===== src/rtl/switch_deadtime_gen.sv =====
// Complementary switch driver with programmable dead time.
// A 5-state Moore FSM turns the 50% pwm_in clock into two non-overlapping
// phase drives (sw_p / sw_n), separated by DEAD_CYCLES clocks with both low.
// All outputs are flops loaded from the decoded next state.
// Optional build macro: SWITCH_DT_SYNC_EN -- adds a 2-flop synchronizer on
// pwm_in for an asynchronous source (2 extra cycles of latency).
module switch_deadtime_gen #(
  parameter int DEAD_CYCLES = 100
) (
  input  logic clk,
  input  logic rst,
  input  logic en,
  input  logic pwm_in,
  output logic sw_p,
  output logic sw_n,
  output logic dead,
  output logic fault
);

  typedef enum logic [2:0] {
    OFF  = 3'd0,
    DT_P = 3'd1,
    P_ON = 3'd2,
    DT_N = 3'd3,
    N_ON = 3'd4
  } state_t;

  // Counter starts at DEAD_CYCLES-1 so the dead interval spans DEAD_CYCLES edges.
  localparam logic [7:0] RELOAD = 8'(DEAD_CYCLES - 1);

  logic pwm_s;

`ifdef SWITCH_DT_SYNC_EN
  logic [1:0] sync_reg;

  genvar gi;
  generate
    for (gi = 0; gi < 2; gi++) begin : g_sync
      if (gi == 0) begin : g_first
        // First synchronizer stage captures the raw input.
        always_ff @(posedge clk) begin
          if (rst) sync_reg[gi] <= 1'b0;
          else     sync_reg[gi] <= pwm_in;
        end
      end else begin : g_rest
        // Later stages shift the previous stage along.
        always_ff @(posedge clk) begin
          if (rst) sync_reg[gi] <= 1'b0;
          else     sync_reg[gi] <= sync_reg[gi-1];
        end
      end
    end
  endgenerate

  assign pwm_s = sync_reg[1];
`else
  assign pwm_s = pwm_in;
`endif

  state_t     state_reg, state_next;
  logic [7:0] cnt_reg, cnt_next;
  logic       fault_reg, fault_next;
  logic       sw_p_reg, sw_n_reg, dead_reg;

  // Next-state, counter and fault logic; en low overrides everything.
  always_comb begin
    state_next = state_reg;
    cnt_next   = cnt_reg;
    fault_next = fault_reg;
    if (!en) begin
      state_next = OFF;
      cnt_next   = 8'd0;
      fault_next = 1'b0;
    end else begin
      case (state_reg)
        OFF: begin
          state_next = pwm_s ? DT_P : DT_N;
          cnt_next   = RELOAD;
        end
        DT_P: begin
          // A reversal inside the dead window restarts the opposite dead
          // time; it takes precedence over completion so no wrong pulse escapes.
          if (!pwm_s) begin
            state_next = DT_N;
            cnt_next   = RELOAD;
            fault_next = 1'b1;
          end else if (cnt_reg == 8'd0) begin
            state_next = P_ON;
          end else begin
            cnt_next = cnt_reg - 8'd1;
          end
        end
        P_ON: begin
          if (!pwm_s) begin
            state_next = DT_N;
            cnt_next   = RELOAD;
          end
        end
        DT_N: begin
          if (pwm_s) begin
            state_next = DT_P;
            cnt_next   = RELOAD;
            fault_next = 1'b1;
          end else if (cnt_reg == 8'd0) begin
            state_next = N_ON;
          end else begin
            cnt_next = cnt_reg - 8'd1;
          end
        end
        N_ON: begin
          if (pwm_s) begin
            state_next = DT_P;
            cnt_next   = RELOAD;
          end
        end
        default: begin
          state_next = OFF;
          cnt_next   = 8'd0;
        end
      endcase
    end
  end

  // State, counter, fault and output registers; outputs decode the next state
  // so a phase drops on the same edge its pwm change is sampled.
  always_ff @(posedge clk) begin
    if (rst) begin
      state_reg <= OFF;
      cnt_reg   <= 8'd0;
      fault_reg <= 1'b0;
      sw_p_reg  <= 1'b0;
      sw_n_reg  <= 1'b0;
      dead_reg  <= 1'b0;
    end else begin
      state_reg <= state_next;
      cnt_reg   <= cnt_next;
      fault_reg <= fault_next;
      sw_p_reg  <= (state_next == P_ON);
      sw_n_reg  <= (state_next == N_ON);
      dead_reg  <= (state_next == DT_P) || (state_next == DT_N);
    end
  end

  assign sw_p  = sw_p_reg;
  assign sw_n  = sw_n_reg;
  assign dead  = dead_reg;
  assign fault = fault_reg;

endmodule


===== config.mk =====
export PLATFORM = sky130hd
export DESIGN_NAME = switch_deadtime_gen
export DESIGN_NICKNAME = d
export VERILOG_FILES = /design/src/rtl/switch_deadtime_gen.sv
export SDC_FILE = /design/constraint.sdc
export NUM_CORES = 1
export LEC_CHECK = 0
export BUFFER_PORTS_ARGS = -buffer_cell sky130_fd_sc_hd__buf_2
export CAP_MARGIN = 0
export CORE_UTILIZATION = 25
export CTS_CLUSTER_DIAMETER = 40
export DETAILED_ROUTE_END_ITERATION = 6
export GPL_ROUTABILITY_DRIVEN = 0
export HOLD_SLACK_MARGIN = 0.03
export MAX_ROUTING_LAYER = met4
export SLEW_MARGIN = 0
export SYNTH_ARGS = -nofsm -noshare
export SYNTH_HDL_FRONTEND = slang
export SYNTH_SLANG_ARGS = --single-unit

===== constraint.sdc =====
create_clock -name clk -period 1.9 [get_ports clk]
set_input_delay 0.38 -clock clk [delete_from_list [all_inputs] [get_ports clk]]
set_output_delay 0.38 -clock clk [all_outputs]
set_load 0.05 [all_outputs]

### Yosys cells after proc, flatten, opt, wreduce, memory -nomap -nowiden

Cells that the tools add are included.

* output and inout port bits: 4
* bits in registers: 15

* $add $sub $neg: 1
* muxes and demuxes: 18
* eq/ne operators: 12
* reductions and logical operators: 7
* bitwise operators: 1

Operators by type and width (number)
* $mux 8: 5
* $pmux 8 s5: 1
* $mux 3: 7
* $pmux 3 s5: 1
* $eq 3x2->1 const B: 4
* $logic_not 8->1: 1
* $ne 2x2->1 const B: 4
* $sub 8x1->8 const B: 1
* $eq 3x1->1 const B: 2
* $eq 3x3->1 const B: 2
* $logic_not 3->1: 1
* $reduce_and 3->1: 1
* $mux 1: 2
* $mux 2: 1
* $pmux 1 s2: 1
* $reduce_and 2->1: 1
* $reduce_bool 2->1: 1
* $reduce_or 2->1: 1
* $logic_or 1x1->1: 1
* $not 1->1: 1

### Longest topological paths before layout

Gate-level depths: netlist of run 1.

* depth after elaboration: 7
* depth in mapped cells: 6
* gate-level depth less buffers: 6

### Worst setup path after synthesis of run 1

No wires, ideal clock.

* kind: flip-flop to flip-flop
* from: register cnt_reg[0]
* to: register cnt_reg[6]
* data required time: 1836 ps
* slack: 210 ps
* stages on the path, launching flop included: 7
* setup time: 64 ps
* arrival: 1626 ps
* path through: dfxtp_1 -> inv_1 -> ha_1 -> nor3b_1 -> a21boi_1 -> or3b_2 -> nand4_1

* word-level cells in the longest chain between the ends: 4
* elaborated cells between the ends (all ways): 6

RTL lines
* start: declaration: RTL line 61 `logic [7:0] cnt_reg, cnt_next;`
* start signal: assignment: RTL line 136 `cnt_reg <= cnt_next;`
* $sub 8x1->8 or $logic_not 8->1 (tied branches)
* $mux 8 (*): RTL line 87, 104
* $mux 8, on equally long branches: RTL line 100, 83
* $pmux 8 s5 (*): RTL line 75 `case (state_reg)`

Every way passes the cells marked *; elsewhere a longest branch is shown, timed or not.
A chain may end at the register's enable or synchronous reset.

### Worst setup path in the final report of run 1

* from: register cnt_reg[1]
* to: register cnt_reg[6]

The elaborated chain is that of the path after synthesis.

==> results of run 1 <==
kinds of logic after synthesis:
family,Yosys count
simple gates,50
fa+ha+maj,2
flops,15
xor+xnor,4
mux,1
buf+inv,7
compound gates,21
routing by layer:
layer	wire length, microns	vias to the layer above	global-route usage	part of all wire
met3	60	3	0.0325	0.033
met2	916	14	0.218	0.50
met5	0	-	-	0
met1	823	342	0.139	0.45
li1	-	383	-	-
met4	21	0	0.0299	0.012
worst paths after layout:
check,start,slack [ns],depth (start not counted),to
max reg2reg,cnt_reg[1],0.20,6,cnt_reg[6]
min reg2reg,fault,0.48,2,fault
max,cnt_reg[1],0.20,6,cnt_reg[6]
min,pwm_in,0.38,2,state_reg[2]
per-stage QoR:
step	instances	hold slack, ns	cell area [sq um]
floorplan	100	0.500	846
global placement	149	0.457	933
detailed placement	149	0.463	933
CTS	153	0.373	960
global route	153	0.396	961
finish	153	0.378	961
critical path: stages, from the launching register on:
cell and delay [ns]:
dfxtp_1 0.42, inv_1 0.11, ha_1 0.23, nor3b_1 0.15, a21boi_1 0.18, or3b_2 0.45, nand4_1 0.09
report_power, final:
part / leakage [nW] / switching, mW / total (mW) / internal, mW
clock: 0.0150 / 0.110 / 0.192 / 0.0817
sequential: 0.123 / 0.0203 / 0.350 / 0.329
combinational: 0.247 / 0.0858 / 0.150 / 0.0637
cell type report:
class                           instances  area share
Sequential cell                        15       0.314
Timing Repair Buffer                    9      0.0521
Tap cell                               44      0.0573
Inverter                                3      0.0117
Clock buffer                            4      0.0273
Multi-Input combinational cell         78       0.538
cells in the final DEF (no fill, tap or decap), drive strengths merged, types with 2 or more instances in the layout:
cell type,synthesis,routed
or3,2,2
inv,3,3
xor2,4,4
nor2b,2,2
nor4,3,3
nand2,9,9
ha,2,2
a21oi,6,6
o31a,2,2
o21ai,3,3
nand4,2,2
clkbuf,2,4
nor3,5,5
dfxtp,15,15
a31oi,2,2
buf,2,9
nand3,5,5
nor2,10,10
nand2b,3,3
repair_timing:
| item | 4_1_cts | 5_1_grt |
|---|---|---|
| endpoints found under the setup margin | 0 | 1 |
| gates resized for setup | 0 | 1 |
| hold buffers | 0 | 0 |
| setup buffers | 0 | 0 |
==> impl_metrics.tcl, run 1 <==
set metrics [dict create \
    outcome "finished, final reports clean" \
    grt_pass1_wl_microns 3240 \
    fin_ws_ns 0.196 \
    place.port_buffers 7 \
    synth_edf_count 0 \
    cp_data_required_time_ns 2.13 \
    yosysMostFrequentCell "dfxtp_1" \
    powerDensity_nw_per_um2 719 \
    synth_top_area_frac 0.355 \
    clockBufferDepth 2 \
    critical_path_arrival_ns 1.94 \
    clkSlewWorstSetupHoldPaths_ns 0.09 \
    relSlewSlack 0.688 \
    fmax_ghz 0.587 \
    ir_drop_mv 0.261 \
    power_mw 0.691 \
    ys_types 39 \
    hold_path.class "in -> reg" \
    synth-compound-area-share 0.178 \
    synth_area_leaders "dfxtp_1, nor2_1, xor2_1" \
    drt-initial-drc-count 14 \
    period_minus_slack_ns 1.70 \
    syn_area_sq_um 846 \
    wirelength_microns 1820 \
    synth-xor-area-share 0.0414 \
    drv_slew 0 \
    critical_path.max_fanout 5 \
    synth-seq-cells 15 \
    synth_top_family_by_area "simple AND/OR/NAND/NOR gates" \
    cts_tree "built" \
    avgSynthCellArea_sq_um 8.46 \
    drive_above_1_share 0.202 \
    synthArstFlopShare 0 \
    dp_slack_ns 0.135 \
    first_pass_iters 4 \
    track_usage 0.124 \
    initial_utilization 0.270 \
    skew_ns 0.00302 \
    crit_type "reg -> reg" \
    final-hold-violation-count 0 \
    antenna_found_initial 0 \
    worst_pin_slew_ns 0.466 \
    grt-ovfl-total 0 \
    cts-root-buf "clkbuf_4" \
    final_net_count 116 \
    cellLeakagePower_nw 0.385 \
    synth-seq-area-share 0.355 \
    place_hpwl_microns 1400 \
    largest_reg_flops 8 \
    synthCells 100 \
    drc_errors 0 \
    regArea_sq_um 302 \
    setup_viol 0 \
    cts.sinks 15 \
    fin_tns_setup_ns 0 \
    grt_pass1_vias 731 \
    ios 8 \
    die-area_sq_um 3620 \
    clk_latency_ns 0.29 \
    core.rowCount 20 \
    maxCapViolations 0 \
    yosysTopAreaCell "dfxtp_1" \
    cts_buffers 3 \
    drt-wirelength-per-cell_microns 11.9 \
    multi_input_comb_area_sq_um 517 \
    dieWidth_microns 60.2 \
    synth-simple-area-share 0.351 \
    rsz0062_at_grt "false" \
    synth_flop_cell "dfxtp_1" \
    grt_max_degree 13 \
    synthToLayoutAreaGrowth_pct 13.6 \
    synth_nets 106 \
    synthTopCellsByCount "dfxtp_1, nor2_1, nand2_1" \
    vias 742 \
    die_h_microns 60.2 \
    muxShareOfSynthArea 0.0118 \
    diodes 0 \
    final_util 0.307 \
    fillers 351 \
    core_area_sq_um 3130 \
    period_share 0.897 \
    postRouteAntennaNets 0 \
    synthAdderAreaFrac 0.0296 \
    end_kind "flop" \
    worstSetupStartpointType "flop" \
    synth_warnings 0 \
    htreeDepth 1 \
    viasPerCell 4.85 \
]
No activity file was read; power rests on OpenSTA's default activity.
==> inputs of run 2 (changes only) <==
--- a/config.mk
+++ b/config.mk
@@ -7,6 +7,7 @@
 export LEC_CHECK = 0
 export BUFFER_PORTS_ARGS = -buffer_cell sky130_fd_sc_hd__buf_2
 export CAP_MARGIN = 0
+export CORE_MARGIN = 2
 export CORE_UTILIZATION = 25
 export CTS_CLUSTER_DIAMETER = 40
 export DETAILED_ROUTE_END_ITERATION = 6
==> constraint.sdc (replaced) <==
create_clock -name clk -period 1.8 [get_ports clk]
set_input_delay 0.36 -clock clk [delete_from_list [all_inputs] [get_ports clk]]
set_output_delay 0.36 -clock clk [all_outputs]
set_load 0.05 [all_outputs]
==> run 2 against run 1 <==
  * Count of clock-buffer cells in the layout is 1 lower
  * Largest cell class unchanged
  * Total power is 7.0% higher
  * Clock power is 6% higher
  * Critical path type unchanged
  * Fmax is 0.76% higher
  * First-iteration DRC count grew to 4.2 times the previous value
  * Worst setup slack worse by 0.087 ns
  * Die area is 6.8% higher
==> impl_metrics.tcl, run 2 (synthesis results as in run 1) <==
set metrics [dict create \
    track_usage 0.115 \
    hold_buffers 0 \
    critical_path.max_fanout 5 \
    fin_tns_setup_ns 0 \
    synthToLayoutAreaGrowth_pct 18.3 \
    drv_slew 0 \
    place_hpwl_microns 1540 \
    rsz0062_at_grt "false" \
    antenna_found_initial 0 \
    maxCapViolations 0 \
    drc_errors 0 \
    initial_utilization 0.258 \
    powerDensity_nw_per_um2 739 \
    grt-ovfl-total 0 \
    clockBufferDepth 2 \
    worst_pin_slew_ns 0.417 \
    viasPerCell 4.79 \
    regArea_sq_um 300 \
    place.port_buffers 7 \
    layout_commonest_cell "dfxtp_1" \
    final_util 0.305 \
    die_h_microns 62.2 \
    cts.repair.resized 0 \
    clkSlewWorstSetupHoldPaths_ns 0.10 \
    ios 8 \
    grt_pass1_vias 726 \
    cts_buffers 3 \
    critical_path_arrival_ns 1.92 \
    first_pass_iters 4 \
    largest_reg_flops 8 \
    htreeDepth 1 \
    final-hold-violation-count 0 \
    vias 767 \
    outcome "finished, final reports clean" \
    most-common-layout-cells "dfxtp_1, nor2_1, nand2_1" \
    skew_ns 0.00881 \
    grt_max_degree 13 \
    relSlewSlack 0.722 \
    cts_setup_buffers 0 \
    dieWidth_microns 62.2 \
    ir_drop_mv 0.262 \
    end_kind "flop" \
    final_net_count 121 \
    postRouteAntennaNets 0 \
    core.rowCount 21 \
    core_area_sq_um 3280 \
    cts_tree "built" \
    diodes 0 \
    worstSetupStartpointType "flop" \
    fillers 354 \
    period_share 0.939 \
    crit_type "reg -> reg" \
    cellLeakagePower_nw 0.413 \
    grt_pass1_wl_microns 3390 \
    clk_latency_ns 0.30 \
    cts-root-buf "clkbuf_4" \
    drive_above_1_share 0.237 \
    hold_path.class "in -> reg" \
    period_minus_slack_ns 1.69 \
    drt-wirelength-per-cell_microns 12.4 \
    cp_data_required_time_ns 2.03 \
    setup_viol 0 \
    fin_ws_ns 0.109 \
    drt-initial-drc-count 59 \
    multi_input_comb_area_sq_um 517 \
    die-area_sq_um 3860 \
    wirelength_microns 1990 \
    fmax_ghz 0.591 \
    dp_slack_ns 0.0495 \
    cts.sinks 15 \
]
## run 2: cell count changes in the layout (fill, tap and decap cells not counted)
cell	change
buf_4	+5
clkbuf_1	-1
clkinv_2	+1
dfxtp_1	+1
dfxtp_2	-1
## run 2: stage by stage
step           power [mW]  area (sq um)  cells  hold WS (ns)
2_1_floorplan       0.497           846    100         0.500
3_3_place_gp        0.538           973    156         0.459
3_5_place_dp        0.542           973    156         0.468
4_1_cts             0.747          1000    160         0.403
5_1_grt             0.783          1000    160         0.412
6_report            0.739          1000    160         0.408
## run 2: path summary, 6_finish.rpt
path | cells after the start | to | slack (ns) | from
hold reg to reg | 2 | fault | 0.48 | fault
hold / removal | 3 | sw_n | 0.41 | pwm_in
setup reg to reg | 6 | cnt_reg[6] | 0.11 | cnt_reg[1]
setup / recovery | 6 | cnt_reg[6] | 0.11 | cnt_reg[1]
## run 2: per-layer routing
| metal | share of wire | vias up | track usage |
|---|---|---|---|
| met5 | 0 | - | - |
| met4 | 0.011 | 0 | 0.0333 |
| met3 | 0.059 | 4 | 0.0399 |
| met2 | 0.49 | 19 | 0.192 |
| met1 | 0.44 | 351 | 0.130 |
| li1 | - | 393 | - |
## run 2: final cells by class
type | instances | share of cell area
multi-input cells | 78 | 0.516
flip-flops and latches | 15 | 0.300
repair buffers | 14 | 0.0875
well taps | 46 | 0.0575
clock buffers | 3 | 0.0225
inverters | 3 | 0.0113
clock inverters | 1 | 0.00500
## run 2: report_power, final
group	internal (mW)	leakage (nW)	switching, mW
clock	0.0828	0.0177	0.120
combinational	0.0741	0.273	0.0961
sequential	0.347	0.123	0.0189
total	0.504	0.413	0.235
## run 2: worst max-delay path: stages, from the launching register on
cell      delay [ns]
dfxtp_1         0.42
inv_1           0.11
ha_1            0.23
nor3b_1         0.15
a21boi_1        0.18
or3b_2          0.46
nand4_1         0.10
==> inputs of run 3 (changes only) <==
--- a/config.mk
+++ b/config.mk
@@ -5,12 +5,12 @@
 export SDC_FILE = /design/constraint.sdc
 export NUM_CORES = 1
 export LEC_CHECK = 0
-export BUFFER_PORTS_ARGS = -buffer_cell sky130_fd_sc_hd__buf_2
 export CAP_MARGIN = 0
 export CORE_MARGIN = 2
 export CORE_UTILIZATION = 25
 export CTS_CLUSTER_DIAMETER = 40
 export DETAILED_ROUTE_END_ITERATION = 6
+export DONT_BUFFER_PORTS = 1
 export GPL_ROUTABILITY_DRIVEN = 0
 export HOLD_SLACK_MARGIN = 0.03
 export MAX_ROUTING_LAYER = met4
==> run 3 against run 2 <==
  * Critical path depth did not move
  * Sequential share of layout area is 1.6 points higher
  * Final area shrank 5.0%
  * Global-route usage shrank 0.51 points
==> impl_metrics.tcl, run 3 (synthesis results as in run 1) <==
set metrics [dict create \
    outcome "finished, final reports clean" \
    diodes 0 \
    critical_path.max_fanout 5 \
    rsz0062_at_grt "false" \
    core.rowCount 21 \
    ir_drop_mv 0.311 \
    cts_buffers 3 \
    hold_path.class "in -> reg" \
    cts.repair.resized 0 \
    fmax_ghz 0.593 \
    cts-root-buf "clkbuf_4" \
    grt-ovfl-total 0 \
    worst_pin_slew_ns 0.516 \
    grt_max_degree 13 \
    antenna_found_initial 0 \
    setup_viol 0 \
    relSlewSlack 0.655 \
    worstSetupStartpointType "flop" \
    fin_hold_ws_ns 0.137 \
    clockBufferDepth 2 \
    drv_slew 0 \
    clk_latency_ns 0.29 \
    cts.sinks 15 \
    hold_start "pwm_in" \
    cp_data_required_time_ns 2.03 \
    crit_type "reg -> reg" \
    grt_pass1_vias 725 \
    die-area_sq_um 3860 \
    first_pass_iters 4 \
    skew_ns 0.00440 \
    powerDensity_nw_per_um2 756 \
    fin_tns_setup_ns 0 \
    cts_setup_buffers 0 \
    hold_buffers 0 \
    layout_commonest_cell "dfxtp_1" \
    die_h_microns 62.2 \
    fillers 372 \
    final-hold-violation-count 0 \
    core_area_sq_um 3280 \
    htreeDepth 1 \
    r2r_start "cnt_reg[1]" \
    largest_reg_flops 8 \
    vias 754 \
    grt_pass1_wl_microns 3300 \
    maxCapViolations 0 \
    period_minus_slack_ns 1.69 \
    fin_cells 151 \
    track_usage 0.110 \
    drt-wirelength-per-cell_microns 12.5 \
    place_inst 147 \
    synthToLayoutAreaGrowth_pct 12.4 \
    cellLeakagePower_nw 0.370 \
    timing.critical_path.from "cnt_reg[1]" \
    wirelength_microns 1900 \
    end_kind "flop" \
    drive_above_1_share 0.171 \
    period_share 0.937 \
    fin_ws_ns 0.113 \
    postRouteAntennaNets 0 \
    dieWidth_microns 62.2 \
    final_net_count 112 \
    place.port_buffers 0 \
    ios 8 \
    viasPerCell 4.99 \
    critical_path_arrival_ns 1.92 \
    cts_tree "built" \
    drc_errors 0 \
    power_mw 0.718 \
    initial_utilization 0.258 \
    drt-initial-drc-count 25 \
    dp_slack_ns 0.139 \
    most-common-layout-cells "dfxtp_1, nor2_1, nand2_1" \
    place_hpwl_microns 1460 \
    clkSlewWorstSetupHoldPaths_ns 0.10 \
]
run 3: changes by cell type in the layout (fill, tap and decap cells not counted):
| cell | before | now |
|---|---|---|
| buf_2 | 7 | 0 |
| buf_4 | 7 | 5 |
run 3: layer usage:
| layer | share of wire | GRT usage | up-vias |
|---|---|---|---|
| met1 | 0.48 | 0.128 | 362 |
| met5 | 0 | - | - |
| met4 | 0.0069 | 0.0167 | 0 |
| met2 | 0.47 | 0.182 | 13 |
| met3 | 0.047 | 0.0435 | 2 |
| li1 | - | - | 377 |
run 3: through the flow:
| stage | utilization | instance area [sq um] |
|---|---|---|
| 4_1_cts | 0.290 | 951 |
| 5_1_grt | 0.290 | 951 |
| 3_3_place_gp | 0.281 | 923 |
| 2_1_floorplan | - | 846 |
| 6_report | 0.290 | 951 |
| 3_5_place_dp | 0.281 | 923 |
run 3: final timing paths:
kind	endpoint	slack [ns]	cells after the start
max reg2reg	cnt_reg[6]	0.11	6
max	cnt_reg[6]	0.11	6
min reg2reg	cnt_reg[0]	0.56	2
min	sw_n	0.14	1
run 3: power by group:
| group | total [mW] | switching, mW | internal, mW |
|---|---|---|---|
| combinational | 0.148 | 0.0810 | 0.0669 |
| sequential | 0.374 | 0.0268 | 0.347 |
| clock | 0.197 | 0.114 | 0.0826 |
| total | 0.718 | 0.222 | 0.497 |
run 3: critical path: stages, from the launching register on:
cell and delay, ns:
dfxtp_1 0.42, inv_1 0.11, ha_1 0.22, nor3b_1 0.14, a21boi_1 0.18, or3b_2 0.46, nand4_1 0.09
run 3: final cells by class:
type / count / area, sq um / area share
Clock buffer: 3 / 22.5 / 0.0237
Clock inverter: 1 / 5.00 / 0.00526
Inverter: 3 / 11.3 / 0.0118
Multi-Input combinational cell: 78 / 517 / 0.543
Sequential cell: 15 / 300 / 0.316
Tap cell: 46 / 57.6 / 0.0605
Timing Repair Buffer: 5 / 37.5 / 0.0395
